[src/rtl/regfile_writeback_queue.sv]
// Writeback queue: buffers ALU and load results in order and drains
// one per cycle into the register-file write port, with bypass.
//
// Ports:
//   clk, rst        clock and synchronous active-high reset
//   alu_* / ld_*    valid/ready result inputs; load has priority
//   wb_hold         stalls draining while the write port is borrowed
//   rf_*            register-file write port (head entry)
//   q_reg*/q_hit*/q_data*  decode bypass lookups, youngest entry wins
//   busy_mask       one-hot OR of queued destinations (bit 0 is 0)
//   count           number of valid entries
module regfile_writeback_queue #(
  parameter int DEPTH = 4,
  parameter int XLEN  = 32
) (
  input  logic                     clk,
  input  logic                     rst,
  input  logic                     alu_valid,
  output logic                     alu_ready,
  input  logic [4:0]               alu_rd,
  input  logic [XLEN-1:0]          alu_data,
  input  logic                     ld_valid,
  output logic                     ld_ready,
  input  logic [4:0]               ld_rd,
  input  logic [XLEN-1:0]          ld_data,
  input  logic                     wb_hold,
  output logic                     rf_reg_write,
  output logic [4:0]               rf_write_reg,
  output logic [XLEN-1:0]          rf_write_data,
  input  logic [4:0]               q_reg1,
  input  logic [4:0]               q_reg2,
  output logic                     q_hit1,
  output logic                     q_hit2,
  output logic [XLEN-1:0]          q_data1,
  output logic [XLEN-1:0]          q_data2,
  output logic [31:0]              busy_mask,
  output logic [$clog2(DEPTH):0]   count
);

  localparam int PW = $clog2(DEPTH);

  logic [4:0]      rd_q   [DEPTH];
  logic [XLEN-1:0] data_q [DEPTH];
  logic [PW-1:0]   head_q, head_d;
  logic [PW-1:0]   tail_q, tail_d;
  logic [PW:0]     count_q, count_d;

  logic            full, empty;
  logic            ld_fire, alu_fire;
  logic            push, pop;
  logic [4:0]      push_rd;
  logic [XLEN-1:0] push_data;

  // Full is judged on the registered count only; a same-cycle pop
  // does not make room for a push.
  assign full  = (count_q == (PW+1)'(DEPTH));
  assign empty = (count_q == '0);

  assign ld_ready  = !full;
  assign alu_ready = !full && !ld_valid;

  assign ld_fire  = ld_valid && ld_ready;
  assign alu_fire = alu_valid && alu_ready;

  assign push_rd   = ld_fire ? ld_rd : alu_rd;
  assign push_data = ld_fire ? ld_data : alu_data;

  // Writes to x0 are consumed but never enqueued.
  assign push = (ld_fire || alu_fire) && (push_rd != 5'd0);
  assign pop  = !empty && !wb_hold;

  assign rf_reg_write  = pop;
  assign rf_write_reg  = empty ? 5'd0 : rd_q[head_q];
  assign rf_write_data = empty ? '0 : data_q[head_q];
  assign count         = count_q;

  always_comb begin
    head_d  = head_q;
    tail_d  = tail_q;
    count_d = count_q;
    if (pop)
      head_d = head_q + 1'b1;
    if (push)
      tail_d = tail_q + 1'b1;
    unique case ({push, pop})
      2'b10:   count_d = count_q + 1'b1;
      2'b01:   count_d = count_q - 1'b1;
      default: count_d = count_q;
    endcase
  end

  always_ff @(posedge clk) begin
    if (rst) begin
      head_q  <= '0;
      tail_q  <= '0;
      count_q <= '0;
    end else begin
      head_q  <= head_d;
      tail_q  <= tail_d;
      count_q <= count_d;
      if (push) begin
        rd_q[tail_q]   <= push_rd;
        data_q[tail_q] <= push_data;
      end
    end
  end

  // Walk oldest to youngest so the last match is the youngest.
  always_comb begin
    q_hit1    = 1'b0;
    q_hit2    = 1'b0;
    q_data1   = '0;
    q_data2   = '0;
    busy_mask = '0;
    for (int k = 0; k < DEPTH; k++) begin
      if ((PW+1)'(k) < count_q) begin
        busy_mask[rd_q[head_q + PW'(k)]] = 1'b1;
        if (q_reg1 != 5'd0 && rd_q[head_q + PW'(k)] == q_reg1) begin
          q_hit1  = 1'b1;
          q_data1 = data_q[head_q + PW'(k)];
        end
        if (q_reg2 != 5'd0 && rd_q[head_q + PW'(k)] == q_reg2) begin
          q_hit2  = 1'b1;
          q_data2 = data_q[head_q + PW'(k)];
        end
      end
    end
    busy_mask[0] = 1'b0;
  end

endmodule

[config.mk]
export PLATFORM = sky130hd
export DESIGN_NAME = regfile_writeback_queue
export DESIGN_NICKNAME = d
export VERILOG_FILES = /design/src/rtl/regfile_writeback_queue.sv
export SDC_FILE = /design/constraint.sdc
export NUM_CORES = 1
export LEC_CHECK = 0
export ABC_AREA = 0
export CAP_MARGIN = 30
export CORE_UTILIZATION = 32
export CTS_BUF_LIST = sky130_fd_sc_hd__clkbuf_8
export DETAILED_ROUTE_END_ITERATION = 12
export GPL_ROUTABILITY_DRIVEN = 0
export PLACE_DENSITY = 0.5
export SKIP_CTS_REPAIR_TIMING = 1
export SYNTH_ARGS = -nofsm -noshare
export SYNTH_HDL_FRONTEND = slang
export SYNTH_SLANG_ARGS = --single-unit
[constraint.sdc]
create_clock -name clk -period 8.6 [get_ports clk]
set_input_delay 2.58 -clock clk [delete_from_list [all_inputs] [get_ports clk]]
set_output_delay 2.58 -clock clk [all_outputs]
set_load 0.02 [all_outputs]
==> run_results.csv, run 1 <==
group,metric,value,unit
die,start_util,32.7,%
timing,fmax,119,MHz
grt,grt_max_degree,67,
cts,cts.path.max_buffers,2,
timing,setup-tns-final,0,ps
setup_path,slowest_delay,690,ps
cts,ctsHtreeMaxLevel,4,
worst_hold_path,whs_endpoint,"tail_q[1]",
cts,cts_tree,"done",
final_layout,diodes,0,
die,die_area,0.0419,mm²
cts,cts_sinks,157,
synth,yosys_warnings,0,
final_layout,multi_input_area,0.00786,mm²
place,place_ws,216,ps
grt,gr-total-overflow,0,
cts,clk_pin_slew,90,ps
worst_hold_path,hp-class,"register to register",
power_and_ir_drop,irDropWorstVdd,0.000125,V
detailed_routing,highest_layer,"met4",
worst_hold_path,min_from,"tail_q[1]",
die,io_pins,230,
synth,synth_top_area_cell,"edfxtp_1",
setup_path,reg2reg_depth,10,
synth,synth_nets,1262,
die,die_h,205,µm
final_layout,layout_common_cells,"clkdlybuf4s50_1 (224), edfxtp_1 (148), mux4_2 (132), nor2_1 (96), nor3_1 (74)",
synth,syn_area_per_cell,11.3,µm²
synth,yosysTopAreaCellShare,33.8,%
synth,synth-async-reset-ratio,0,%
setup_path,crit_slowest_cell,"nor4_1",
setup_path,reg2reg_slack,5180,ps
place,place.detailed.hpwl,31.7,mm
timing,worst_pin_slew,1010,ps
detailed_routing,drtIter0Drc,1072,
setup_path,cp_common_cell,"clkdlybuf4s50_1",
grt,gr-usage-all-layers,22.2,%
setup_path,r2r_start,"count[0]",
setup_path,end_kind,"output pin",
detailed_routing,ant_nets,0,
final_layout,synthToLayoutAreaGrowth,24.9,%
final_layout,drive_above_1_share,23.7,%
setup_path,cp_max_fo,15,
worst_hold_path,hold_depth,2,
synth,ys_seq_area_share,35.1,%
synth,synthFlopType,"edfxtp_1",
timing,post-route-min-period,8440,ps
timing,slew_viol_final,0,
cts,cts_root_buffer,"clkbuf_8",
timing,slew_headroom,31.8,%
detailed_routing,drt-met1-wl,19.4,mm
setup_path,cp.arrival,5860,ps
synth,ys_types,54,
synth,synth_edf_count,148,
setup_path,crit_type,"primary input to output pin",
detailed_routing,wirelength,46.2,mm
synth,syn_inst,1165,
final_layout,layout.nets,1440,
detailed_routing,wl_per_cell,24.5,µm
grt,antenna_found_initial,0,
timing,finalClockSkew,15.3,ps
die,die_x,205,µm
detailed_routing,drc_errors,0,
outcome,status,"finished clean",
synth,synth_seq_cells,157,
die,row_count,73,
final_layout,seq_area,0.00464,mm²
final_layout,final_common_cell,"clkdlybuf4s50_1",
cts,numCtsBuffers,17,
power_and_ir_drop,powerDensity,246,mW/mm²
setup_path,critPathLaunchType,"primary input",
die,core,0.0402,mm²
detailed_routing,met2WireLength,21.9,mm
detailed_routing,vias,11343,
grt,grt_pass1_wl,69.3,mm
power_and_ir_drop,power.leakage,5.01,nW
timing,rsz0062_at_grt,"no",
timing,post-route-period-util,98.1,%
detailed_routing,wl_met3,3.90,mm
synth,syn_area,0.0132,mm²
detailed_routing,avgViaCountPerCell,6.03,
grt,grt_pass1_vias,11112,
cts,clk_latency,460,ps
detailed_routing,first_pass_iters,7,
setup_path,required,6020,ps
flow_run,max_cap_violations,0,
timing,finalWorstSetupSlack,164,ps
place,port_buffers,228,
timing,hold_violations,0,
setup_path,r2r_end,"data_q[1][15]",
timing,setup_viol,0,
final_layout,fill_cells,3882,
setup_path,crit_chain,"clkdlybuf4s50_1 > nor4_1 > a211o_1 > a221o_2 > or3_2 > buf_4 > a31oi_2 > a211oi_2 > clkdlybuf4s50_1",
final_layout,final_util,40.9,%
synth,ys_top_cells_by_area,"edfxtp_1 (34%), mux4_2 (23%), mux2_2 (3.9%), nor3_1 (2.9%), nor2_1 (2.8%)",
==> power by group <==
| group | leakage, nW | switching [W] | internal, W | total (W) |
|---|---|---|---|---|
| Clock | 0.178 | 0.000287 | 0.000232 | 0.000519 |
| Combinational | 3.41 | 0.00137 | 0.00107 | 0.00244 |
| Sequential | 1.43 | 0.000142 | 0.000946 | 0.00109 |
==> logic make-up after synthesis <==
logic type | Yosys count | synth area share [%]
buffers and inverters | 166 | 5.58
and+or+nand+nor | 373 | 13.9
other | 1 | 0.0285
adders and majority gates | 8 | 0.761
DFF | 157 | 35.1
muxes | 195 | 27.8
xor gates and xnor gates | 41 | 2.73
AOI/OAI and AO/OA | 224 | 14.0
==> worst max-delay path: cells and delay by family <==
kind,cells,cell delay (ps)
AOI/OAI and AO/OA,4,970
buffers and inverters,3,1400
and+or+nand+nor,2,900
==> layout make-up <==
type                    count  share of cell area (%)
multi-input cells         842                    47.8
flip-flops and latches    157                    28.2
well taps                 525                    3.99
repair buffers            280                    16.7
inverters                  45                    1.03
clock inverters            15                   0.837
clock buffers              17                    1.42
==> through the flow <==
stage	cell area [µm²]	hold slack, ps	power [W]	instances
after floorplan	13200	518	0.00266	1165
after global placement	16000	540	0.00352	1846
after detailed placement	16100	548	0.00354	1848
after CTS	16400	564	0.00407	1880
after global routing	16400	604	0.00428	1881
final	16400	562	0.00404	1881
==> cells in the mapped netlist (all sizes together), types with 18 or more instances <==
library cell	number
buf	58
o31ai	29
mux2	45
nor3	77
a311oi	28
nor2b	38
a211oi	33
mux4	132
nor2	97
a22oi	28
edfxtp	148
xnor2	28
clkbuf	63
mux2i	18
nand2	72
a31oi	32
inv	44
o221ai	28
nor4	36
==> sequential cells by signal, summed over array words and instances, names as in the netlist, named ones only <==
signal	count
rd_q	20
tail_q	2
head_q	2
count	3
data_q	128
==> per-layer routing <==
layer / global-route usage, % / up-vias
met5: 0 / -
met4: 7.04 / 0
met3: 3.82 / 63
met2: 35.7 / 574
met1: 30.2 / 5693
li1: - / 5013
==> how the worst max path moves through the flow <==
stage | start | to | depth (start not counted)
floorplan | q_reg2[1] | q_data2[30] | 9
global placement | q_reg1[3] | q_data1[2] | 9
detailed placement | q_reg1[3] | q_data1[2] | 9
CTS | q_reg1[3] | q_data1[2] | 9
global route | q_reg1[3] | q_data1[2] | 9
finish | q_reg1[3] | q_data1[2] | 9
(Power assumes the default switching activity.)
==> inputs of run 2 (changes only) <==
Settings changed: CORE_UTILIZATION 32 to 53, PLACE_DENSITY 0.5 to 0.77.
==> run 2 against run 1 <==
- combinational power down 3%
- register-to-register slack worse by 590 ps
- setup slack got worse by 8.9 ps
- utilization up 25 points
- sequential cell count unchanged
- clock skew is 10 ps higher
- cell count fell by 11%
- clock power up 8.1%
- sequential power about the same
- worst hold slack improved by 24 ps
- count of clock-buffer cells in the layout is the same
==> run_results.csv, run 2 (synthesized netlist as in run 1, its figures left out) <==
group,metric,value,unit
final_layout,final_common_cell,"clkdlybuf4s50_1",
final_layout,largest_register_ff_count,128,
cts,cts_sinks,157,
timing,hold_violations,0,
timing,post-route-min-period,8440,ps
grt,gr-usage-all-layers,33.0,%
setup_path,crit_buf_inv,4,
setup_path,crit_slowest_cell,"clkdlybuf4s50_1",
cts,cts_root_buffer,"clkbuf_8",
detailed_routing,vias,11813,
detailed_routing,ant_nets,0,
cts,clk_pin_slew,110,ps
setup_path,crit_chain,"clkdlybuf4s50_1 > inv_1 > a211o_1 > a221o_2 > or3_2 > buf_4 > a31oi_1 > a211oi_1 > clkdlybuf4s50_1",
place,dpl_cell_area,0.0157,mm²
timing,slew_viol_final,0,
setup_path,cp_max_fo,12,
detailed_routing,avgViaCountPerCell,7.09,
setup_path,cp_common_cell,"clkdlybuf4s50_1",
cts,numCtsBuffers,17,
die,die_area,0.0255,mm²
power_and_ir_drop,powerDensity,251,mW/mm²
setup_path,required,6020,ps
grt,gr-total-overflow,0,
grt,grt_pass1_vias,11787,
worst_hold_path,hp-class,"register to register",
grt,antenna_found_initial,0,
timing,fmax,118,MHz
die,io_pins,230,
detailed_routing,first_pass_iters,7,
final_layout,final_util,66.3,%
timing,setup-tns-final,0,ps
place,place_ws,214,ps
timing,worst_pin_slew,1060,ps
cts,cts_tree,"done",
setup_path,end_kind,"output pin",
die,row_count,57,
final_layout,diodes,0,
setup_path,crit_type,"primary input to output pin",
timing,setup_viol,0,
final_layout,largest-register,"data_q",
die,start_util,54.1,%
setup_path,cp.arrival,5860,ps
detailed_routing,drtIter0Drc,1554,
die,core,0.0243,mm²
final_layout,synthToLayoutAreaGrowth,22.6,%
timing,worst_hold_slack,586,ps
flow_run,max_cap_violations,0,
final_layout,layout_common_cells,"clkdlybuf4s50_1 (227), edfxtp_1 (148), mux4_2 (132), nor2_1 (96), nor3_1 (74)",
timing,finalClockSkew,25.3,ps
cts,cts.path.max_buffers,2,
grt,grt_pass1_wl,64.9,mm
grt,grt_max_degree,67,
power_and_ir_drop,irDropWorstVdd,0.000197,V
timing,rsz0062_at_grt,"no",
detailed_routing,wirelength,41.5,mm
detailed_routing,drc_errors,0,
place,port_buffers,228,
timing,slew_headroom,29.1,%
cts,clk_latency,480,ps
place,place.detailed.hpwl,27.5,mm
timing,post-route-period-util,98.2,%
die,die_h,160,µm
timing,finalWorstSetupSlack,155,ps
die,die_x,160,µm
setup_path,cp_top_family,"buffers and inverters",
setup_path,critPathLaunchType,"primary input",
setup_path,slowest_delay,620,ps
final_layout,layout.nets,1427,
power_and_ir_drop,power.leakage,4.96,nW
final_layout,final_area,0.0161,mm²
cts,ctsHtreeMaxLevel,4,
final_layout,drive_above_1_share,22.9,%
outcome,status,"finished clean",
detailed_routing,wl_per_cell,24.9,µm
## run 2: cell types whose count changed in the layout (fill, tap and decap cells not counted), moves of 2 or more
cell	before	now
buf_12	7	5
buf_4	47	34
clkdlybuf4s50_1	224	227
clkinvlp_4	5	2
inv_6	6	4
inv_8	0	5
## run 2: layer usage
metal / wire, µm / share of wire (%) / GRT usage, % / up-vias
met4: 1750 / 4.2 / 17.0 / 0
met3: 4410 / 11 / 6.51 / 172
li1: - / - / - / 5002
met2: 20100 / 48 / 54.2 / 884
met1: 15300 / 37 / 41.5 / 5755
met5: 0 / 0 / 0 / -
## run 2: worst min-delay path, delay by kind of cell (launching register included)
kind,cells,cell delay [ps]
flops,1,360
mux,1,140
simple gates,1,50
## run 2: cell type report
type / instances / area, µm²
fill: 1835 / 8190
tap: 324 / 405
sequential: 157 / 4640
clock buffer: 17 / 234
inverter: 45 / 169
multi-input combinational: 842 / 7860
timing repair buffer: 267 / 2660
clock inverter: 15 / 166
## run 2: worst paths after layout
kind	depth (start not counted)	startpoint	endpoint	slack, ps
min reg2reg	2	tail_q[1]	tail_q[1]	590
max	9	q_reg1[2]	q_data1[17]	160
min	2	tail_q[1]	tail_q[1]	590
max reg2reg	10	count[0]	rd_q[2][0]	4590
## run 2: power breakdown
group	total [W]	internal, W	switching, W	leakage, nW
Combinational	0.00236	0.00106	0.00130	3.33
Clock	0.000561	0.000244	0.000317	0.200
Sequential	0.00112	0.000946	0.000178	1.43
Total	0.00404	0.00225	0.00179	4.96
## run 2: metrics by stage
step,instances,total power [W]
after global placement,1634,0.00340
after CTS,1667,0.00402
after detailed placement,1635,0.00346
after global routing,1667,0.00423
after floorplan,1165,0.00266
final,1667,0.00404
